<file path="src/rtl/spgd_pkg.sv">
// Shared definitions for the SPGD datapath: sequencer states, channel tags
// and the drop-counter width.
package spgd_pkg;

    typedef enum logic [1:0] {
        IDLE   = 2'd0,
        SEND_A = 2'd1,
        SEND_B = 2'd2
    } seq_state_t;

    localparam logic CH_A = 1'b0;
    localparam logic CH_B = 1'b1;

    localparam int unsigned DROP_CNT_WIDTH = 16;

endpackage

</file>
<file path="src/rtl/twos_to_ADC_offset.sv">
// Two's-complement ADC sample to offset binary (all zeros = most negative
// input, -10.0 V).
module twos_to_ADC_offset #(
    parameter int unsigned ADC_WIDTH = 12
) (
    input  logic [ADC_WIDTH-1:0] twos,
    output logic [ADC_WIDTH-1:0] offset
);

    assign offset = {~twos[ADC_WIDTH-1], twos[ADC_WIDTH-2:0]};

endmodule

</file>
<file path="src/rtl/adc_pair_axis_sequencer.sv">
// Decimated ADC pair sampler: captures both channels on a tick and streams
// them as A then B beats on one AXI-Stream master, counting dropped ticks.
module adc_pair_axis_sequencer
    import spgd_pkg::*;
#(
    parameter int unsigned ADC_WIDTH        = 12,
    parameter int unsigned AXIS_TDATA_WIDTH = 32,
    parameter int unsigned DECIM_WIDTH      = 16
) (
    input  logic                        aclk,
    input  logic                        areset,
    input  logic [ADC_WIDTH-1:0]        adc_a,
    input  logic [ADC_WIDTH-1:0]        adc_b,
    input  logic                        cfg_enable,
    input  logic [DECIM_WIDTH-1:0]      cfg_decim,
    input  logic                        overrun_clr,
    output logic [AXIS_TDATA_WIDTH-1:0] m_axis_tdata,
    output logic                        m_axis_tuser,
    output logic                        m_axis_tlast,
    output logic                        m_axis_tvalid,
    input  logic                        m_axis_tready,
    output logic                        overrun,
    output logic [DROP_CNT_WIDTH-1:0]   drop_count
);

    seq_state_t             state;
    logic [DECIM_WIDTH-1:0] dec_cnt;
    logic [ADC_WIDTH-1:0]   conv_a;
    logic [ADC_WIDTH-1:0]   conv_b;
    logic [ADC_WIDTH-1:0]   cap_b;
    logic                   tick;
    logic                   accept;
    logic                   drop;

    twos_to_ADC_offset #(.ADC_WIDTH(ADC_WIDTH)) u_conv_a (.twos(adc_a), .offset(conv_a));
    twos_to_ADC_offset #(.ADC_WIDTH(ADC_WIDTH)) u_conv_b (.twos(adc_b), .offset(conv_b));

    // >= rather than == so lowering cfg_decim below the live count ticks at once.
    assign tick   = cfg_enable && (dec_cnt >= cfg_decim);
    assign accept = tick && ((state == IDLE) || ((state == SEND_B) && m_axis_tready));
    assign drop   = tick && !accept;

    always_ff @(posedge aclk or posedge areset) begin
        if (areset) begin
            dec_cnt <= '0;
        end else if (!cfg_enable || tick) begin
            dec_cnt <= '0;
        end else begin
            dec_cnt <= dec_cnt + 1'b1;
        end
    end

    // The A beat register doubles as channel A's capture register; only B
    // needs a separate holding register while A is in flight.
    always_ff @(posedge aclk or posedge areset) begin
        if (areset) begin
            state         <= IDLE;
            cap_b         <= '0;
            m_axis_tdata  <= '0;
            m_axis_tuser  <= CH_A;
            m_axis_tlast  <= 1'b0;
            m_axis_tvalid <= 1'b0;
        end else if (accept) begin
            state         <= SEND_A;
            cap_b         <= conv_b;
            m_axis_tdata  <= AXIS_TDATA_WIDTH'(conv_a);
            m_axis_tuser  <= CH_A;
            m_axis_tlast  <= 1'b0;
            m_axis_tvalid <= 1'b1;
        end else begin
            case (state)
                SEND_A: begin
                    if (m_axis_tready) begin
                        state        <= SEND_B;
                        m_axis_tdata <= AXIS_TDATA_WIDTH'(cap_b);
                        m_axis_tuser <= CH_B;
                        m_axis_tlast <= 1'b1;
                    end
                end
                SEND_B: begin
                    if (m_axis_tready) begin
                        state         <= IDLE;
                        m_axis_tuser  <= CH_A;
                        m_axis_tlast  <= 1'b0;
                        m_axis_tvalid <= 1'b0;
                    end
                end
                default: state <= IDLE;
            endcase
        end
    end

    // A drop coinciding with overrun_clr restarts the count at one.
    always_ff @(posedge aclk or posedge areset) begin
        if (areset) begin
            overrun    <= 1'b0;
            drop_count <= '0;
        end else if (drop) begin
            overrun <= 1'b1;
            if (overrun_clr) begin
                drop_count <= DROP_CNT_WIDTH'(1);
            end else if (drop_count != '1) begin
                drop_count <= drop_count + 1'b1;
            end
        end else if (overrun_clr) begin
            overrun    <= 1'b0;
            drop_count <= '0;
        end
    end

endmodule
</file>
<file path="config.mk">
export PLATFORM = sky130hd
export DESIGN_NAME = adc_pair_axis_sequencer
export DESIGN_NICKNAME = d
export VERILOG_FILES = /design/src/rtl/spgd_pkg.sv /design/src/rtl/twos_to_ADC_offset.sv /design/src/rtl/adc_pair_axis_sequencer.sv
export SDC_FILE = /design/constraint.sdc
export NUM_CORES = 1
export LEC_CHECK = 0
export ABC_AREA = 1
export ABC_CLOCK_PERIOD_IN_PS = 4750
export BUFFER_PORTS_ARGS = -buffer_cell sky130_fd_sc_hd__buf_4
export CAP_MARGIN = 40
export CORE_MARGIN = 5
export CORE_UTILIZATION = 40
export DETAILED_ROUTE_END_ITERATION = 10
export PLACE_DENSITY = 0.71
export SYNTH_ARGS = -nofsm -noshare
export SYNTH_HDL_FRONTEND = slang
export SYNTH_HIERARCHICAL = 1
export SYNTH_SLANG_ARGS = --single-unit
</file>
<file path="constraint.sdc">
create_clock -name aclk -period 4.75 [get_ports aclk]
set_clock_uncertainty 0.2 [all_clocks]
set_input_delay 0.475 -clock aclk [delete_from_list [all_inputs] [get_ports aclk]]
set_output_delay 0.475 -clock aclk [all_outputs]
set_load 0.02 [all_outputs]
</file>
==> flow_summary.yaml, run 1 <==
status:
  status: "finished clean"
sta:
  hold_viol: 0
  fin_setup_tns_ps: 0
  slew_violations: 0
  fin_crit_sh: 0.616
  finalWorstSetupSlack_ps: 1830
  setup_viol: 0
  min_period_ps: 2920
  worstMarginPinSlew_ps: 765
  max_freq_mhz: 342
  rsz0062_at_grt: "no"
  slew_headroom: 0.490
floorplanning:
  fp.dieW_um: 108
  num_rows: 35
  die_area_um2: 11700
  start_util: 0.414
  core_area_um2: 9330
  die_y_um: 108
  ios: 97
setup_path:
  crit_end: "m_axis_tdata[1]"
  reg2reg_to: "m_axis_tdata[1]"
  end_kind: "register"
  required_ps: 4820
  crit_path_start: "dec_cnt[3]"
  worstReg2RegStart: "dec_cnt[3]"
  crit_type: "reg2reg"
  startpoint_type: "register"
  arrival_ps: 2990
  reg2reg_depth: 13
  worst-path-max-fanout: 40
  ff2ff_setup_slack_ps: 1830
power:
  ir_worst_vdd_mv: 0.169
  power_frac_seq: 0.480
  clkPwrFrac: 0.390
  p_sw_w: 0.000307
  internal-power_w: 0.000862
  power_density_nw_per_um2: 261
  swShare: 0.262
  share_comb_of_total_power: 0.130
  leakage_nw: 2.38
yosys:
  ys_seq_area_frac: 0.396
  synth_edf_count: 0
  yosys_register_bits: 61
  postSynthAreaPerCell_um2: 7.55
  synth_flop_cell: "dfrtp_1"
  synthDistinctLibCells: 30
  synthArstFlopShare: 1.00
  yosysWarningCount: 6
  synth_cells: 511
  synth_area_um2: 3860
global_routing:
  gr-usage-all-layers: 0.153
  grt_overflow: 0
  grt_pass1_vias: 3091
  grt_pass1_wl_mm: 14.4
  antenna_found_initial: 0
  grt_max_degree: 62
clocking:
  cts.clk_slew.worst_paths_ps: 70
  root_buffer: "clkbuf_8"
  clkLatencyLatePin_ps: 330
  cts_hold_buf: 0
  cts_made_buffers: 9
  clock-sinks: 61
  cts_resized: 0
  cts_setup_buffers: 0
  tritoncts: "yes"
  clock_tree.buffer_depth: 2
  htreeDepth: 3
run:
  maxCapViolations: 0
placement:
  dp_hpwl_mm: 6.38
  port_buffers: 76
  gp_congestion: 0.853
  pre_cts_slack_ps: 1590
  placed_cell_area_um2: 4270
route:
  drt_iter0_markers: 169
  dr.pass1.iters: 5
  post-route-drc-count: 0
  post_drt_wl_per_cell_um: 12.5
  routed_wl_mm: 8.69
  vias: 3323
  via_per_inst: 4.77
  ant_nets: 0
layout:
  syn2layout_area_growth_pct: 15.9
  drive_above_1_share: 0.187
  n_antenna_cell: 0
  final_nets: 626
  nFillCells: 949
  final_area_um2: 4470
worst_hold_path:
  min_delay_path_depth: 3
  hp-class: "in2reg"
-- per-layer routing --
| metal | GRT usage | up-vias | part of all wire | wire [um] |
|---|---|---|---|---|
| met5 | 0 | - | 0 | 0 |
| met4 | 0.0568 | 0 | 0.0081 | 70 |
| met3 | 0.0281 | 6 | 0.055 | 482 |
| met2 | 0.248 | 100 | 0.49 | 4230 |
| met1 | 0.204 | 1541 | 0.45 | 3910 |
| li1 | - | 1676 | - | - |
-- cell families after synthesis --
group                      share of synthesized area
AOI/OAI and AO/OA                             0.0302
xor gates and xnor gates                      0.0318
adders and majority gates                     0.0584
buffers and inverters                          0.152
DFF                                            0.396
other                                       0.000972
and+or+nand+nor                                0.331
-- flip-flops by register name (all words and copies together) (netlist names) --
name,flops
m_axis_tlast,1
drop_count,16
m_axis_tdata,12
state,2
m_axis_tvalid,1
cap_b,12
overrun,1
dec_cnt,16
-- worst min-delay path by stage --
stage	start	to	slack, ps
detailed placement	cap_b[2]	cap_b[2]	270
global placement	cap_b[6]	cap_b[6]	260
CTS	adc_b[8]	cap_b[8]	120
global route	m_axis_tready	state[0]	130
floorplan	cap_b[0]	cap_b[0]	250
finish	adc_b[0]	cap_b[0]	130
-- cell type report --
type / count / area (um^2) / area share
multi-input cells: 362 / 1820 / 0.406
flip-flops and latches: 61 / 1530 / 0.341
repair buffers: 78 / 586 / 0.131
inverters: 51 / 191 / 0.0428
well taps: 129 / 161 / 0.0361
clock buffers: 12 / 145 / 0.0324
clock inverters: 4 / 47.5 / 0.0106
-- cell usage after synthesis, types with 2 or more instances --
cell	n	area share
inv_1	49	0.048
nor4_1	3	0.0049
or2_2	2	0.0032
dfrtp_1	61	0.40
nor2_1	51	0.050
xnor2_1	7	0.016
nor3_2	2	0.0052
nor3_1	5	0.0065
ha_1	18	0.058
o21ai_0	4	0.0052
a21oi_1	11	0.014
buf_2	8	0.010
nand3_1	74	0.096
nand4_1	6	0.0097
a31o_2	3	0.0068
nor3b_1	5	0.0097
clkbuf_1	2	0.0019
nand3_2	2	0.0052
nand2_1	136	0.13
buf_4	45	0.088
xor2_1	7	0.016
o21a_1	2	0.0039
-- power groups by stage --
| stage | Clock, W | Combinational, W | Sequential [W] |
|---|---|---|---|
| 2_1_floorplan | 0 | 0.0000973 | 0.000583 |
| 3_3_place_gp | 0 | 0.000150 | 0.000569 |
| 3_5_place_dp | 0 | 0.000154 | 0.000569 |
| 4_1_cts | 0.000467 | 0.000154 | 0.000560 |
| 5_1_grt | 0.000493 | 0.000169 | 0.000563 |
| 6_report | 0.000456 | 0.000152 | 0.000561 |
-- critical path, cell delays in order, from the launching register on --
cell and delay [ps]:
dfrtp_1 400, ha_1 300, nand2_1 70, nor2_1 110, nor2_1 50, nand2_1 60
nand2_1 50, nand2_1 100, nand2_1 90, nand2_2 100, nand3_2 550, inv_2 580
nand2_1 110, nand3_1 100
-- through the flow --
stage | instances | power, W | hold WS (ps) | util
after floorplan | 530 | 0.000680 | 250 | -
after global placement | 680 | 0.000719 | 264 | 0.458
after detailed placement | 680 | 0.000723 | 270 | 0.458
after CTS | 696 | 0.00118 | 121 | 0.479
after global routing | 697 | 0.00123 | 130 | 0.480
final | 697 | 0.00117 | 135 | 0.480
-- cell usage in the layout, fill, tap and decap left out, types with 10 or more instances in the layout --
| master | Yosys | final |
|---|---|---|
| a21oi_1 | 11 | 11 |
| buf_4 | 45 | 78 |
| clkbuf_8 | 0 | 10 |
| conb_1 | 1 | 20 |
| dfrtp_1 | 61 | 61 |
| ha_1 | 18 | 18 |
| inv_1 | 49 | 48 |
| nand2_1 | 136 | 136 |
| nand3_1 | 74 | 74 |
| nor2_1 | 51 | 51 |
(Power assumes the default switching activity.)
==> inputs of run 2 (changes only) <==
--- a/config.mk
+++ b/config.mk
@@ -5,14 +5,14 @@
 export SDC_FILE = /design/constraint.sdc
 export NUM_CORES = 1
 export LEC_CHECK = 0
-export ABC_AREA = 1
-export ABC_CLOCK_PERIOD_IN_PS = 4750
+export ABC_AREA = 0
+export ABC_CLOCK_PERIOD_IN_PS = 2670
 export BUFFER_PORTS_ARGS = -buffer_cell sky130_fd_sc_hd__buf_4
 export CAP_MARGIN = 40
 export CORE_MARGIN = 5
 export CORE_UTILIZATION = 40
 export DETAILED_ROUTE_END_ITERATION = 10
-export PLACE_DENSITY = 0.71
+export PLACE_DENSITY = 0.74
 export SYNTH_ARGS = -nofsm -noshare
 export SYNTH_HDL_FRONTEND = slang
 export SYNTH_HIERARCHICAL = 1
==> constraint.sdc (replaced) <==
create_clock -name aclk -period 2.67 [get_ports aclk]
set_clock_uncertainty 0.2 [all_clocks]
set_input_delay 0.267 -clock aclk [delete_from_list [all_inputs] [get_ports aclk]]
set_output_delay 0.267 -clock aclk [all_outputs]
set_load 0.02 [all_outputs]
==> run 2 against run 1 <==
Compared with the run above:
- the run now ends with setup timing left
- count of clock-buffer cells in the layout is 2 higher
- final area is 14% higher
- synthesized cell count is 26% lower
- total power is 81% higher
- die area is 5.1% lower
- non-clock buffer count is 66 higher
- register-to-register slack worse by 1800 ps
- global-route usage is 1.1 points higher
- first-iteration DRC count is 41% lower
- sequential share of layout area is 4.3 points lower
- largest cell class unchanged
- largest power group unchanged
==> flow_summary.yaml, run 2 <==
setup_path:
  crit_type: "reg2reg"
  max_stage_delay_ps: 410
  critPathSlowestCell: "dfrtp_1"
  path_common_cell: "buf_4"
  required_ps: 2690
  end_kind: "register"
  path_buf_inv: 2
  worstReg2RegStart: "dec_cnt[13]"
  cp_top_family: "compound AO/OA/AOI/OAI gates"
  crit_path_start: "dec_cnt[13]"
  path_cells: "ha_4 -> nand4_1 -> a311oi_1 -> buf_4 -> a2111oi_4 -> buf_4 -> a211oi_4 -> and4b_2 -> mux2_4"
  arrival_ps: 2700
  worst-path-max-fanout: 3
  startpoint_type: "register"
clocking:
  clock_tree.buffer_depth: 2
  tritoncts: "yes"
  htreeDepth: 3
  cts.clk_slew.worst_paths_ps: 70
  root_buffer: "clkbuf_8"
  clock-sinks: 61
  cts_made_buffers: 9
  clkLatencyLatePin_ps: 330
route:
  vias: 3094
  via_per_inst: 5.06
  routed_wl_mm: 9.54
  ant_nets: 0
  drt_iter0_markers: 99
  post_drt_wl_per_cell_um: 15.6
  dr.pass1.iters: 4
  post-route-drc-count: 0
global_routing:
  gr-usage-all-layers: 0.164
  grt_max_degree: 24
  grt_overflow: 0
  grt_pass1_vias: 3213
  grt_pass1_wl_mm: 15.0
  antenna_found_initial: 0
yosys:
  ys_seq_area_frac: 0.419
  synth_edf_count: 0
  synth_flop_cell: "dfrtp_1"
  synth_cells: 379
  yosys_register_bits: 61
  synthDistinctLibCells: 48
  synth_top_area_cell: "dfrtp_1"
  synth_area_leaders: "dfrtp_1 (42%), buf_4 (9.1%), ha_1 (6.2%)"
  synthArstFlopShare: 1.00
  synth_top_area_share: 0.419
  yosysWarningCount: 6
  synth_area_um2: 3640
  postSynthAreaPerCell_um2: 9.61
  synth.most_common_cell: "dfrtp_1"
  synth_common_cells: "dfrtp_1 (61), buf_4 (44), nor2_1 (33), inv_1 (28), nand2_1 (28)"
sta:
  whs_ps: 25.1
  rsz0062_at_grt: "yes"
  fin_crit_sh: 1.00
  fin_setup_tns_ps: -8.55
  hold_viol: 0
  min_period_ps: 2680
  max_freq_mhz: 373
  setup_viol: 1
  finalWorstSetupSlack_ps: -8.55
  slew_violations: 0
layout:
  syn2layout_area_growth_pct: 40.4
  nFillCells: 737
  drive_above_1_share: 0.360
  reg_top3: "dec_cnt x16, drop_count x16"
  n_antenna_cell: 0
  regArea_um2: 1530
  final_common_cell: "buf_4"
  multi_input_area_um2: 1950
  final_nets: 562
  most-common-layout-cells: "buf_4 (114), dfrtp_1 (61), nor2_1 (33), nand2_1 (28), inv_1 (27)"
status:
  status: "finished with violations"
  violations: "setup timing"
placement:
  port_buffers: 76
  pre_cts_slack_ps: -181
  gp_congestion: 0.810
  dp_hpwl_mm: 5.94
power:
  leakage_nw: 2.48
  power_density_nw_per_um2: 413
  internal-power_w: 0.00155
  power_frac_seq: 0.475
  clkPwrFrac: 0.362
  p_total_w: 0.00211
  swShare: 0.265
  ir_worst_vdd_mv: 0.362
  p_sw_w: 0.000559
  share_comb_of_total_power: 0.163
floorplanning:
  fp.dieW_um: 105
  ios: 97
  start_util: 0.413
  die_y_um: 105
  core_area_um2: 8810
  die_area_um2: 11100
  num_rows: 34
run:
  maxCapViolations: 0
worst_hold_path:
  hp-class: "in2reg"
  min_from: "cfg_enable"
run 2: cell count changes in the layout (fill, tap and decap cells not counted), sizes merged, moves of 11 or more:
cell,delta
buf,+40
o21ai,+11
inv,-22
nand3,-58
nor2,-19
nand2,-109
mux2i,+13
dlygate4sd3,+24
mux2,+15
run 2: logic make-up (layout without fill, tap and decap cells):
kind of cell,after synthesis,after routing,synth area share
and+or+nand+nor,121,121,0.171
AOI/OAI and AO/OA,52,54,0.0949
xor gates and xnor gates,14,14,0.0337
other,1,20,0.00103
muxes,28,28,0.0821
adders and majority gates,18,18,0.0619
buffers and inverters,84,187,0.136
DFF,61,61,0.419
run 2: per-stage QoR:
stage / area [um^2] / util / cells
6_report: 5110 / 0.580 / 611
5_1_grt: 5110 / 0.580 / 611
4_1_cts: 4860 / 0.552 / 606
3_5_place_dp: 4320 / 0.490 / 562
3_3_place_gp: 4320 / 0.490 / 562
2_1_floorplan: 3710 / - / 398
run 2: path summary, 6_finish.rpt:
check | to | slack, ps | depth (start not counted)
max | drop_count[14] | -9 | 9
min | dec_cnt[1] | 30 | 2
max reg2reg | drop_count[14] | -9 | 9
min reg2reg | m_axis_tvalid | 300 | 1
max in group asynchronous | state[0] | 1250 | 4
min in group asynchronous | cap_b[6] | 330 | 3
run 2: final cells by class:
class / count / share of cell area
clock buffer: 14 / 0.0338
inverter: 28 / 0.0206
tap: 108 / 0.0264
timing repair buffer: 144 / 0.238
clock inverter: 1 / 0.000979
multi-input combinational: 255 / 0.382
sequential: 61 / 0.299
run 2: what timing repair did:
| action | in CTS | in global routing |
|---|---|---|
| pin swaps | 6 | 14 |
| endpoints found under the setup margin | 24 | 41 |
| resized for setup | 9 | 32 |
| buffers inserted | 3 | 4 |
| hold endpoints to repair | 42 | 0 |
| gates cloned | 2 | 2 |
| hold buffers | 24 | 0 |
run 2: power groups by stage:
stage          Combinational (W)  Sequential (W)  Clock, W
6_report                0.000345         0.00100  0.000765
3_3_place_gp            0.000278         0.00101         0
5_1_grt                 0.000375         0.00101  0.000814
3_5_place_dp            0.000289         0.00102         0
2_1_floorplan           0.000160         0.00105         0
4_1_cts                 0.000321         0.00100  0.000772
run 2: worst register-to-register path: stages (launching register included):
cell	delay [ps]
dfrtp_1	410
ha_4	290
nand4_1	160
a311oi_1	270
buf_4	170
a2111oi_4	50
buf_4	180
a211oi_4	280
and4b_2	270
mux2_4	300
run 2: metal layers:
metal / GRT usage / up-vias / part of all wire
met5: 0 / - / 0
met4: 0.0553 / 0 / 0.018
met3: 0.0507 / 18 / 0.074
met2: 0.286 / 124 / 0.51
met1: 0.190 / 1477 / 0.40
li1: - / 1475 / -
==> inputs of run 3 (changes only) <==
--- a/config.mk
+++ b/config.mk
@@ -10,9 +10,9 @@
 export BUFFER_PORTS_ARGS = -buffer_cell sky130_fd_sc_hd__buf_4
 export CAP_MARGIN = 40
 export CORE_MARGIN = 5
-export CORE_UTILIZATION = 40
+export CORE_UTILIZATION = 30
 export DETAILED_ROUTE_END_ITERATION = 10
-export PLACE_DENSITY = 0.74
+export PLACE_DENSITY = 0.6
 export SYNTH_ARGS = -nofsm -noshare
 export SYNTH_HDL_FRONTEND = slang
 export SYNTH_HIERARCHICAL = 1
==> run 3 against run 2 <==
Compared with the run above:
- the flow still finishes with violations (setup timing)
- clock power up 37%
- worst hold slack worse by 2.8 ps
- critical path depth unchanged
- core utilization down 15 points
- total power up 13%
- final cell count up 5.1%
- first-iteration DRC count down 28%
- wire length down 10%
==> flow_summary.yaml, run 3 (same netlist as run 2, synthesis figures left out) <==
status:
  status: "finished with violations"
  violations: "setup timing"
sta:
  slew_headroom: 0.546
  worstMarginPinSlew_ps: 681
  setup_viol: 2
  rsz0062_at_grt: "yes"
  fin_setup_tns_ps: -79.3
  min_period_ps: 2710
  fin_crit_sh: 1.02
  hold_viol: 0
  slew_violations: 0
  max_freq_mhz: 368
  finalWorstSetupSlack_ps: -44.6
clocking:
  root_buffer: "clkbuf_16"
  cts_made_buffers: 9
  clock_tree.buffer_depth: 2
  clock-sinks: 61
  clkLatencyLatePin_ps: 330
  tritoncts: "yes"
  htreeDepth: 3
  cts.clk_slew.worst_paths_ps: 50
floorplanning:
  ios: 97
  die_y_um: 120
  core_area_um2: 12000
  num_rows: 40
  start_util: 0.304
  die_area_um2: 14400
  fp.dieW_um: 120
global_routing:
  antenna_found_initial: 0
  grt_overflow: 0
  gr-usage-all-layers: 0.123
  grt_pass1_vias: 3191
  grt_pass1_wl_mm: 14.6
  grt_max_degree: 34
setup_path:
  required_ps: 2720
  startpoint_type: "register"
  end_kind: "register"
  worst-path-max-fanout: 3
  arrival_ps: 2770
  crit_type: "reg2reg"
layout:
  most-common-layout-cells: "buf_4 (110), dfrtp_1 (61), nor2_1 (33), nand2_1 (28), inv_1 (27)"
  drive_above_1_share: 0.347
  nFillCells: 1124
  n_antenna_cell: 0
  syn2layout_area_growth_pct: 40.1
  multi_input_area_um2: 1870
  final_nets: 555
  regArea_um2: 1530
  final_cells: 642
  final_core_util: 0.426
  final_common_cell: "buf_4"
  reg_top3: "dec_cnt x16, drop_count x16"
route:
  ant_nets: 0
  post-route-drc-count: 0
  met3_length_um: 604
  routed_wl_mm: 8.55
  drt_iter0_markers: 71
  wl_met2_mm: 4.15
  dr.pass1.iters: 4
  via_per_inst: 4.65
  topRoutingLayerUsed: "met4"
  wl_met1_mm: 3.68
  post_drt_wl_per_cell_um: 13.3
  vias: 2988
power:
  leakage_nw: 2.45
  ir_worst_vdd_mv: 0.282
  p_total_w: 0.00238
  power_density_nw_per_um2: 467
placement:
  gp_congestion: 0.795
  dp_cells: 598
  port_buffers: 76
  dp_hpwl_mm: 6.06
run:
  maxCapViolations: 0
worst_hold_path:
  hp-class: "in2reg"
run 3: what timing repair did:
item | in CTS | in global routing
hold buffers | 24 | 0
gates resized for setup | 14 | 11
setup buffers | 4 | 2
hold endpoints to repair | 52 | 0
pin swaps | 9 | 8
gates cloned | 0 | 0
endpoints found under the setup margin | 24 | 35
run 3: layout make-up:
type,count,area share
clock buffer,12,0.0503
clock inverter,2,0.00196
inverter,28,0.0206
multi-input combinational,253,0.367
sequential,61,0.299
tap,147,0.0361
timing repair buffer,139,0.225
run 3: per-layer routing:
metal  up-vias  global-route usage
li1       1465                   -
met1      1418               0.148
met2        95               0.211
met3        10              0.0335
met4         0              0.0451
met5         -                   0
run 3: final timing paths:
path	start	endpoint	slack, ps	depth (start not counted)
max in group asynchronous	areset	cap_b[10]	1250	4
min in group asynchronous	areset	dec_cnt[13]	410	3
hold reg to reg	m_axis_tvalid	m_axis_tvalid	300	1
hold / removal	m_axis_tready	state[1]	20	3
setup / recovery	dec_cnt[7]	drop_count[8]	-40	9
setup reg to reg	dec_cnt[7]	drop_count[8]	-40	9
run 3: through the flow:
step / worst slack, ps / hold slack [ps] / area, um^2
3_5_place_dp: -211 / 223 / 4370
3_3_place_gp: -107 / 226 / 4370
6_report: -44.6 / 22.3 / 5100
4_1_cts: -40.9 / 16.3 / 5010
2_1_floorplan: 62.8 / 221 / 3710
5_1_grt: -132 / 30.9 / 5100
run 3: report_power, final:
group	switching (W)	internal, W
clock network	0.000390	0.000664
registers	0.0000277	0.000974
logic	0.000162	0.000163
run 3: critical path, cell delays in order (launching register included):
cell and delay, ps:
dfrtp_1 420, ha_4 290, buf_4 110, nand3_1 100, a311oi_2 350, a2111oi_4 100, buf_4 180, a211oi_4 270
or4b_4 500, a21oi_2 120
